File: src/rtl/key_conditioner_if.sv
// rtl/key_conditioner_if.sv - button inputs, enable and press pulses of the key conditioner
interface key_conditioner_if;
  logic       en;
  logic       up_in;
  logic       down_in;
  logic       left_in;
  logic       right_in;
  logic       s_in;
  logic       up_p;
  logic       down_p;
  logic       left_p;
  logic       right_p;
  logic       s_p;
  logic [4:0] keys_lvl;

  modport master (
    output en, up_in, down_in, left_in, right_in, s_in,
    input  up_p, down_p, left_p, right_p, s_p, keys_lvl
  );

  modport slave (
    input  en, up_in, down_in, left_in, right_in, s_in,
    output up_p, down_p, left_p, right_p, s_p, keys_lvl
  );
endinterface

File: src/rtl/key_conditioner.sv
// rtl/key_conditioner.sv - sync, debounce, edge-detect and auto-repeat for five push-buttons
module key_conditioner #(
  parameter int DEBOUNCE_CYCLES = 1000000,
  parameter int REPEAT_DELAY    = 50000000,
  parameter int REPEAT_RATE     = 15000000,
  parameter int CNT_W           = 26
) (
  input  logic             clk,
  input  logic             rst,
  key_conditioner_if.slave kif
);
  localparam logic [CNT_W-1:0] DB_LAST   = CNT_W'(DEBOUNCE_CYCLES - 1);
  localparam logic [CNT_W-1:0] DLY_LAST  = CNT_W'(REPEAT_DELAY - 1);
  localparam logic [CNT_W-1:0] RATE_LAST = CNT_W'(REPEAT_RATE - 1);
  localparam logic [CNT_W-1:0] CNT_ONE   = CNT_W'(1);

  typedef enum logic [1:0] {IDLE, HOLD, RPT, BLOCK} dir_state_t;

  // Bit order everywhere: {up, down, left, right, s}
  logic [4:0]       raw;
  logic [4:0]       meta;
  logic [4:0]       sync;
  logic [4:0]       stable;
  logic [4:0]       stable_d;
  logic [CNT_W-1:0] db_cnt [5];

  logic [3:0]       dir_rise;
  logic [3:0]       dir_fall;
  logic             s_rise;
  logic [3:0]       req;
  logic [3:0]       grant;
  dir_state_t       state [4];
  logic [CNT_W-1:0] rcnt  [4];

  assign raw = {kif.up_in, kif.down_in, kif.left_in, kif.right_in, kif.s_in};

  always_ff @(posedge clk or posedge rst) begin
    if (rst) begin
      meta <= '0;
      sync <= '0;
    end else begin
      meta <= raw;
      sync <= meta;
    end
  end

  always_ff @(posedge clk or posedge rst) begin
    if (rst) begin
      stable   <= '0;
      stable_d <= '0;
      for (int k = 0; k < 5; k++) begin
        db_cnt[k] <= '0;
      end
    end else begin
      stable_d <= stable;
      for (int k = 0; k < 5; k++) begin
        if (sync[k] == stable[k]) begin
          db_cnt[k] <= '0;
        end else if (db_cnt[k] == DB_LAST) begin
          stable[k] <= sync[k];
          db_cnt[k] <= '0;
        end else begin
          db_cnt[k] <= db_cnt[k] + CNT_ONE;
        end
      end
    end
  end

  assign kif.keys_lvl = stable;
  assign dir_rise     = stable[4:1] & ~stable_d[4:1];
  assign dir_fall     = ~stable[4:1] & stable_d[4:1];
  assign s_rise       = stable[0] & ~stable_d[0];

  // Index 3 = up ... 0 = right; a pulse request is what the FSM would emit this cycle
  always_comb begin
    req = '0;
    for (int i = 0; i < 4; i++) begin
      case (state[i])
        IDLE:    req[i] = dir_rise[i] & kif.en;
        HOLD:    req[i] = ~dir_fall[i] & kif.en & (rcnt[i] == DLY_LAST);
        RPT:     req[i] = ~dir_fall[i] & kif.en & (rcnt[i] == RATE_LAST);
        default: req[i] = 1'b0;
      endcase
    end
  end

  // Lower-priority requests are dropped, not deferred
  assign grant[3] = req[3];
  assign grant[2] = req[2] & ~req[3];
  assign grant[1] = req[1] & ~(|req[3:2]);
  assign grant[0] = req[0] & ~(|req[3:1]);

  always_ff @(posedge clk or posedge rst) begin
    if (rst) begin
      for (int i = 0; i < 4; i++) begin
        state[i] <= IDLE;
        rcnt[i]  <= '0;
      end
      kif.up_p    <= 1'b0;
      kif.down_p  <= 1'b0;
      kif.left_p  <= 1'b0;
      kif.right_p <= 1'b0;
      kif.s_p     <= 1'b0;
    end else begin
      for (int i = 0; i < 4; i++) begin
        case (state[i])
          IDLE: begin
            if (dir_rise[i]) begin
              rcnt[i]  <= '0;
              state[i] <= kif.en ? HOLD : BLOCK;
            end
          end
          HOLD: begin
            if (dir_fall[i]) begin
              state[i] <= IDLE;
            end else if (!kif.en) begin
              state[i] <= BLOCK;
            end else if (rcnt[i] == DLY_LAST) begin
              rcnt[i]  <= '0;
              state[i] <= RPT;
            end else begin
              rcnt[i] <= rcnt[i] + CNT_ONE;
            end
          end
          RPT: begin
            if (dir_fall[i]) begin
              state[i] <= IDLE;
            end else if (!kif.en) begin
              state[i] <= BLOCK;
            end else if (rcnt[i] == RATE_LAST) begin
              rcnt[i] <= '0;
            end else begin
              rcnt[i] <= rcnt[i] + CNT_ONE;
            end
          end
          default: begin
            // Held key stays blocked until it is released, even if en returns
            if (dir_fall[i]) begin
              state[i] <= IDLE;
            end
          end
        endcase
      end
      kif.up_p    <= grant[3];
      kif.down_p  <= grant[2];
      kif.left_p  <= grant[1];
      kif.right_p <= grant[0];
      kif.s_p     <= s_rise & kif.en;
    end
  end
endmodule

File: src/flat_wrapper.sv
// flat-port wrapper written by rule: the top's interface ports become plain ports
module key_conditioner_flat 
#(
  parameter int DEBOUNCE_CYCLES = 1000000,
  parameter int REPEAT_DELAY    = 50000000,
  parameter int REPEAT_RATE     = 15000000,
  parameter int CNT_W           = 26
)
  (clk, rst, kif_en, kif_up_in, kif_down_in, kif_left_in, kif_right_in, kif_s_in, kif_up_p, kif_down_p, kif_left_p, kif_right_p, kif_s_p, kif_keys_lvl);
  key_conditioner_if kif_i ();
  input  logic clk;
  input  logic rst;
  input wire logic [$bits(kif_i.en)-1:0] kif_en;
  input wire logic [$bits(kif_i.up_in)-1:0] kif_up_in;
  input wire logic [$bits(kif_i.down_in)-1:0] kif_down_in;
  input wire logic [$bits(kif_i.left_in)-1:0] kif_left_in;
  input wire logic [$bits(kif_i.right_in)-1:0] kif_right_in;
  input wire logic [$bits(kif_i.s_in)-1:0] kif_s_in;
  output wire logic [$bits(kif_i.up_p)-1:0] kif_up_p;
  output wire logic [$bits(kif_i.down_p)-1:0] kif_down_p;
  output wire logic [$bits(kif_i.left_p)-1:0] kif_left_p;
  output wire logic [$bits(kif_i.right_p)-1:0] kif_right_p;
  output wire logic [$bits(kif_i.s_p)-1:0] kif_s_p;
  output wire logic [$bits(kif_i.keys_lvl)-1:0] kif_keys_lvl;
  assign kif_i.en = kif_en;
  assign kif_i.up_in = kif_up_in;
  assign kif_i.down_in = kif_down_in;
  assign kif_i.left_in = kif_left_in;
  assign kif_i.right_in = kif_right_in;
  assign kif_i.s_in = kif_s_in;
  assign kif_up_p = kif_i.up_p;
  assign kif_down_p = kif_i.down_p;
  assign kif_left_p = kif_i.left_p;
  assign kif_right_p = kif_i.right_p;
  assign kif_s_p = kif_i.s_p;
  assign kif_keys_lvl = kif_i.keys_lvl;
  key_conditioner #(.DEBOUNCE_CYCLES(DEBOUNCE_CYCLES), .REPEAT_DELAY(REPEAT_DELAY), .REPEAT_RATE(REPEAT_RATE), .CNT_W(CNT_W)) u_core (.clk(clk), .rst(rst), .kif(kif_i));
endmodule
File: config.mk
export PLATFORM = sky130hd
export DESIGN_NAME = key_conditioner_flat
export DESIGN_NICKNAME = d
export VERILOG_FILES = /design/src/rtl/key_conditioner_if.sv /design/src/rtl/key_conditioner.sv /design/src/flat_wrapper.sv
export SDC_FILE = /design/constraint.sdc
export NUM_CORES = 1
export LEC_CHECK = 0
export CAP_MARGIN = 30
export CORE_ASPECT_RATIO = 1.4
export CORE_UTILIZATION = 36
export DETAILED_ROUTE_END_ITERATION = 10
export GPL_ROUTABILITY_DRIVEN = 0
export GPL_TIMING_DRIVEN = 1
export SKIP_LAST_GASP = 1
export SLEW_MARGIN = 10
export SYNTH_ARGS = -nofsm -noshare
export SYNTH_HDL_FRONTEND = slang
export SYNTH_SLANG_ARGS = --single-unit
File: constraint.sdc
create_clock -name clk -period 10.2 [get_ports clk]
set_input_delay 1.53 -clock clk [delete_from_list [all_inputs] [get_ports clk]]
set_output_delay 1.53 -clock clk [all_outputs]
set_load 0.02 [all_outputs]
==> results.sh, run 1 <==
export IMPL_outcome="finished, final reports clean"
export IMPL_core_area_um2=37730
export IMPL_finalWirelength_um=28030
export IMPL_ff2ff_setup_slack_ps=7230
export IMPL_ys_types=66
export IMPL_synth_cell_area_um2=13830
export IMPL_ios=18
export IMPL_fin_setup_tns_ps=0
export IMPL_ctsHoldBuffers=0
export IMPL_critPathKind="input port to register"
export IMPL_cellPowerDensity_nw_per_um2=164.2
export IMPL_drtIter0Drc=636
export IMPL_min_from="u_core.meta[3]"
export IMPL_period_needed_ps=3738
export IMPL_syn2layout_area_growth_pct=11.90
export IMPL_layout_commonest_cell="dfrtp_1"
export IMPL_max_cap_viol_count=0
export IMPL_hold_viol=0
export IMPL_clock_sinks=267
export IMPL_grt_overflow=0
export IMPL_skew_ps=13.78
export IMPL_nNetsFinal=1527
export IMPL_fmax_mhz=267.5
export IMPL_reg2reg_depth=7
export IMPL_cts_root_buf="clkbuf_16"
export IMPL_initial_core_util_pct=36.65
export IMPL_hpwl_um=18700
export IMPL_post_route_period_util_pct=36.65
export IMPL_power_frac_seq_pct=43.4
export IMPL_maxSlewViolCount=0
export IMPL_portBuffers=17
export IMPL_wl_per_cell_um=14.09
export IMPL_syn_nets=1518
export IMPL_hold_depth=0
export IMPL_register_area_um2=6681
export IMPL_ys_warn_count=0
export IMPL_antenna_cells=0
export IMPL_setup_slack_ps=6462
export IMPL_avgSynthCellArea_um2=9.311
export IMPL_drc=0
export IMPL_synthFlopType="dfrtp_1"
export IMPL_min_to="u_core.sync[3]"
export IMPL_first_global_vias=10240
export IMPL_viasPerCell=5.237
export IMPL_die_area_um2=39210
export IMPL_rsz0062_at_grt="no"
export IMPL_place_area_um2=14450
export IMPL_p_sw_share_pct=28.04
export IMPL_timing_rr_end="u_core.rcnt[11]"
export IMPL_r2r_start="u_core.rcnt[0]"
export IMPL_fin_hold_ws_ps=344.3
export IMPL_slew_limit_headroom_pct=40.20
export IMPL_synth_seq_cells=267
export IMPL_cts_tree="yes"
export IMPL_rows=84
export IMPL_grt_usage_pct=14.72
export IMPL_vias=10420
export IMPL_cts_resized=0
export IMPL_leakagePower_nw=6.574
export IMPL_required_ps=10630
export IMPL_crit_arrival_ps=4170
export IMPL_dieWidth_um=167.6
export IMPL_ant_nets=0
export IMPL_grt_pass1_wl_um=48850
export IMPL_synth_cells=1485
export IMPL_n_fill_cell=3684
export IMPL_place_inst=1932
export IMPL_cp_end_kind="register"
export IMPL_insertion_delay_ps=550
export IMPL_postLayoutCoreUtil_pct=41.01
export IMPL_h_tree_depth=1
export IMPL_numCtsBuffers=29
export IMPL_cp_start_kind="input port"
export IMPL_drive_above_1_share_pct=6.003
export IMPL_cts_setup_buffers=0
export IMPL_hold_class="register to register"
export IMPL_p_total_mw=2.540
export IMPL_die_y_um=233.9
export IMPL_dp_worst_setup_slack_ps=5915
export IMPL_ir_drop_mv=0.1143
export IMPL_final_cell_mix="dfrtp_1 (267), nor2_1 (255), nand2_1 (114)"
export IMPL_p_switching_mw=0.7121
export IMPL_clock_power_share_pct=41.4
export IMPL_p_int_mw=1.828
export IMPL_cts_clk_slew_worst_paths_ps=60
export IMPL_crit_fanout=19
export IMPL_dr_pass1_iters=5
export IMPL_setup_violations=0
export IMPL_antenna_found_initial=0
export IMPL_layout_cells_non_filler=1989
export IMPL_synthArstFlopShare_pct=100.0
export IMPL_synth_seq_area_share_pct=48.32
export IMPL_ctsLongestPathBuffers=3
export IMPL_synth_edf_count=0
export IMPL_grt_start_max_net_pins=136
export IMPL_multi_input_area_um2=6792
export IMPL_worst_pin_slew_ps=888.8
export IMPL_combPwrFrac_pct=15.2
export IMPL_finalInstanceArea_um2=15470
[cell usage after synthesis (all sizes together) (8+ instances only)]
library cell,instances,area [um2]
nand3,108,540.5
nand2,114,427.9
nor2,256,963.4
nor3,42,210.2
a21o,21,157.7
dfrtp,267,6681
xnor2,75,656.9
clkbuf,41,153.9
mux2,10,112.6
and3,41,256.5
inv,42,157.7
a21oi,29,145.1
or2,12,75.07
nand4,64,400.4
xor2,100,875.8
or4,11,82.58
ha,25,312.8
nand2b,12,75.07
and2,10,62.56
nor4b,8,70.07
and4,11,96.34
a22o,20,175.2
o21ai,38,193.9
or3,22,137.6
nor4,32,206.5
[cell type report]
| cell class | count | share of cell area [%] |
|---|---|---|
| Sequential cell | 267 | 43.18 |
| Clock inverter | 14 | 0.8572 |
| Clock buffer | 39 | 5.321 |
| Timing Repair Buffer | 26 | 1.828 |
| Inverter | 43 | 1.092 |
| Multi-Input combinational cell | 1127 | 43.89 |
| Tap cell | 473 | 3.825 |
[kinds of logic (layout without fill, tap and decap cells)]
group	after synthesis	count (layout)	synth area share [%]
buffers and inverters	91	122	2.561
and+or+nand+nor	771	771	27.84
muxes	10	10	0.8144
xor gates and xnor gates	175	175	11.08
adders and majority gates	25	25	2.262
DFF	267	267	48.32
AOI/OAI and AO/OA	146	146	7.112
[power groups by stage]
stage               clock network [mW]  logic (mW)  registers, mW
detailed placement                   0       0.385           1.12
global placement                     0       0.379           1.12
global route                      1.13       0.434           1.11
floorplan                            0       0.312           1.12
finish                            1.05       0.385           1.10
CTS                               1.09       0.387           1.10
[registers in the layout, indices dropped and copies added (netlist names)]
name / count
u_core.kif.right_p: 1
u_core.sync: 5
u_core.kif.up_p: 1
u_core.kif.down_p: 1
u_core.kif.left_p: 1
u_core.db_cnt: 130
u_core.rcnt: 104
u_core.state: 8
u_core.meta: 5
u_core.stable_d: 5
u_core.kif.s_p: 1
u_core.kif.keys_lvl: 5
[worst max-delay path by stage]
stage / cells after the start / endpoint / start
after CTS: 6 / u_core.rcnt[13] / kif_en
after global placement: 6 / u_core.rcnt[48] / kif_en
after floorplan: 1 / u_core.db_cnt[0] / rst
after detailed placement: 6 / u_core.rcnt[101] / kif_en
after global routing: 6 / u_core.rcnt[101] / kif_en
final: 6 / u_core.rcnt[101] / kif_en
[worst max-delay path, cell delays in order]
cell and delay, ps:
clkdlybuf4s50_1 950, a21oi_1 300, or4b_2 830, nor4_1 320, xnor2_1 170, nor2_1 50
[per-layer routing]
metal  track usage (%)  vias to the layer above  wire [um]
li1                  -                     5196          -
met1             17.86                     5043      12560
met2             26.71                      131      13960
met3             1.755                       47        756
met4             5.419                        0        749
met5                 0                        -          0
Power figures use the tool's default switching activity.
==> run 2: changes to the inputs <==
==> constraint.sdc (replaced) <==
create_clock -name clk -period 3.35 [get_ports clk]
set_input_delay 0.5025 -clock clk [delete_from_list [all_inputs] [get_ports clk]]
set_output_delay 0.5025 -clock clk [all_outputs]
set_load 0.02 [all_outputs]
==> run 2 against run 1 <==
Compared with the run above: first-iteration DRC count shrank 15%; flip-flop and latch count is the same; clock-buffer cell count grew 2; sequential power grew to 3.1 times the previous value; largest cell class unchanged; critical endpoint is now u_core.rcnt[69]; clock skew shrank 3.6 ps; register-to-register slack lost 6700 ps.
==> results.sh, run 2 (synthesis gave the netlist of run 1 again) <==
export IMPL_hold_class="input port to asynchronous set/reset pin"
export IMPL_slew_limit_headroom_pct=38.77
export IMPL_max_cap_viol_count=0
export IMPL_numCtsBuffers=29
export IMPL_cp_end_kind="register"
export IMPL_insertion_delay_ps=560
export IMPL_period_needed_ps=2852
export IMPL_place_inst=1944
export IMPL_cts_resized=0
export IMPL_first_global_vias=10530
export IMPL_ff2ff_setup_slack_ps=500
export IMPL_place_area_um2=14550
export IMPL_clock_sinks=267
export IMPL_timing_rr_end="u_core.rcnt[69]"
export IMPL_grt_overflow=0
export IMPL_antenna_found_initial=0
export IMPL_dieWidth_um=167.6
export IMPL_multi_input_area_um2=6792
export IMPL_hold_viol=0
export IMPL_p_total_mw=7.703
export IMPL_crit_arrival_ps=3280
export IMPL_ant_nets=0
export IMPL_leakagePower_nw=6.587
export IMPL_top_register="u_core.db_cnt"
export IMPL_cp_start_kind="register"
export IMPL_largest_reg_flops=130
export IMPL_grt_usage_pct=14.85
export IMPL_dr_pass1_iters=5
export IMPL_grt_start_max_net_pins=96
export IMPL_crit_fanout=21
export IMPL_register_area_um2=6681
export IMPL_layout_commonest_cell="dfrtp_1"
export IMPL_cts_clk_slew_worst_paths_ps=60
export IMPL_fin_setup_tns_ps=0
export IMPL_cts_setup_buffers=0
export IMPL_required_ps=3780
export IMPL_vias=10480
export IMPL_finalInstanceArea_um2=15480
export IMPL_reg2reg_depth=6
export IMPL_grt_pass1_wl_um=49400
export IMPL_endpoint="u_core.rcnt[69]"
export IMPL_rows=84
export IMPL_ios=18
export IMPL_cellPowerDensity_nw_per_um2=497.6
export IMPL_h_tree_depth=1
export IMPL_portBuffers=17
export IMPL_r2r_start="u_core.rcnt[71]"
export IMPL_fin_hold_ws_ps=256.9
export IMPL_crit_start="u_core.rcnt[71]"
export IMPL_viasPerCell=5.252
export IMPL_drc=0
export IMPL_drtIter0Drc=540
export IMPL_drive_above_1_share_pct=6.307
export IMPL_n_fill_cell=3683
export IMPL_worst_path_max_delay_cell="or4b_1"
export IMPL_initial_core_util_pct=36.65
export IMPL_nNetsFinal=1535
export IMPL_die_area_um2=39210
export IMPL_crit_chain="or4b_1, or3_1, o41a_1, o21a_1, and3_1, a221o_1"
export IMPL_syn2layout_area_growth_pct=11.94
export IMPL_layout_cells_non_filler=1995
export IMPL_post_route_period_util_pct=85.13
export IMPL_largestRegisters="u_core.db_cnt (130), u_core.rcnt (104), u_core.state (8)"
export IMPL_worst_pin_slew_ps=916.4
export IMPL_outcome="finished, final reports clean"
export IMPL_cp_slowest_stage_delay_ps=490
export IMPL_cts_root_buf="clkbuf_16"
export IMPL_setup_violations=0
export IMPL_fmax_mhz=350.6
export IMPL_antenna_cells=0
export IMPL_wl_per_cell_um=14.19
export IMPL_final_cell_mix="dfrtp_1 (267), nor2_1 (255), nand2_1 (114)"
export IMPL_ctsHoldBuffers=0
export IMPL_critPathKind="register to register"
export IMPL_die_y_um=233.9
export IMPL_ir_drop_mv=0.3092
export IMPL_skew_ps=10.20
export IMPL_finalWirelength_um=28310
export IMPL_cts_tree="yes"
export IMPL_hpwl_um=19090
export IMPL_ctsLongestPathBuffers=3
export IMPL_rsz0062_at_grt="no"
export IMPL_core_area_um2=37730
export IMPL_maxSlewViolCount=0
==> run 2: cell type report <==
cell class,instances,share of cell area (%)
Timing Repair Buffer,34,2.086
Inverter,43,1.067
Sequential cell,267,43.17
Multi-Input combinational cell,1127,43.88
Clock buffer,41,5.432
Tap cell,473,3.823
Clock inverter,10,0.5497
==> run 2: worst min-delay path by stage <==
| stage | from | to | slack [ps] | depth (start not counted) |
|---|---|---|---|---|
| 6_report | rst | u_core.db_cnt[24] | 260 | 2 |
| 5_1_grt | rst | u_core.db_cnt[24] | 270 | 2 |
| 4_1_cts | rst | u_core.db_cnt[24] | 240 | 2 |
| 3_5_place_dp | u_core.meta[1] | u_core.sync[1] | 330 | 0 |
| 3_3_place_gp | u_core.meta[3] | u_core.sync[3] | 340 | 0 |
| 2_1_floorplan | u_core.meta[0] | u_core.sync[0] | 330 | 0 |
==> run 2: power breakdown <==
part	internal [mW]	switching, mW
combinational	0.422	0.800
clock	1.81	1.31
sequential	3.29	0.0663
==> run 2: worst max-delay path, delay by kind of cell, from the launching register on <==
kind               cells  cell delay [ps]
DFF                    1              430
AOI/OAI and AO/OA      3             1140
and+or+nand+nor        3             1150
==> run 2: stage by stage <==
stage / setup slack [ps] / util [%]
final: 498.1 / 41.02
after global placement: 547.9 / 38.57
after CTS: 504.4 / 41.02
after floorplan: -678.0 / -
after detailed placement: 454.9 / 38.57
after global routing: 317.2 / 41.02
==> run 2: routing by layer <==
layer	share of wire, %	wire (um)	vias up	global-route usage (%)
met5	0	0	-	0
met2	50	14200	116	27.16
li1	-	-	5207	-
met3	2.2	626	53	1.620
met1	45	12660	5102	17.93
met4	2.9	831	0	5.476
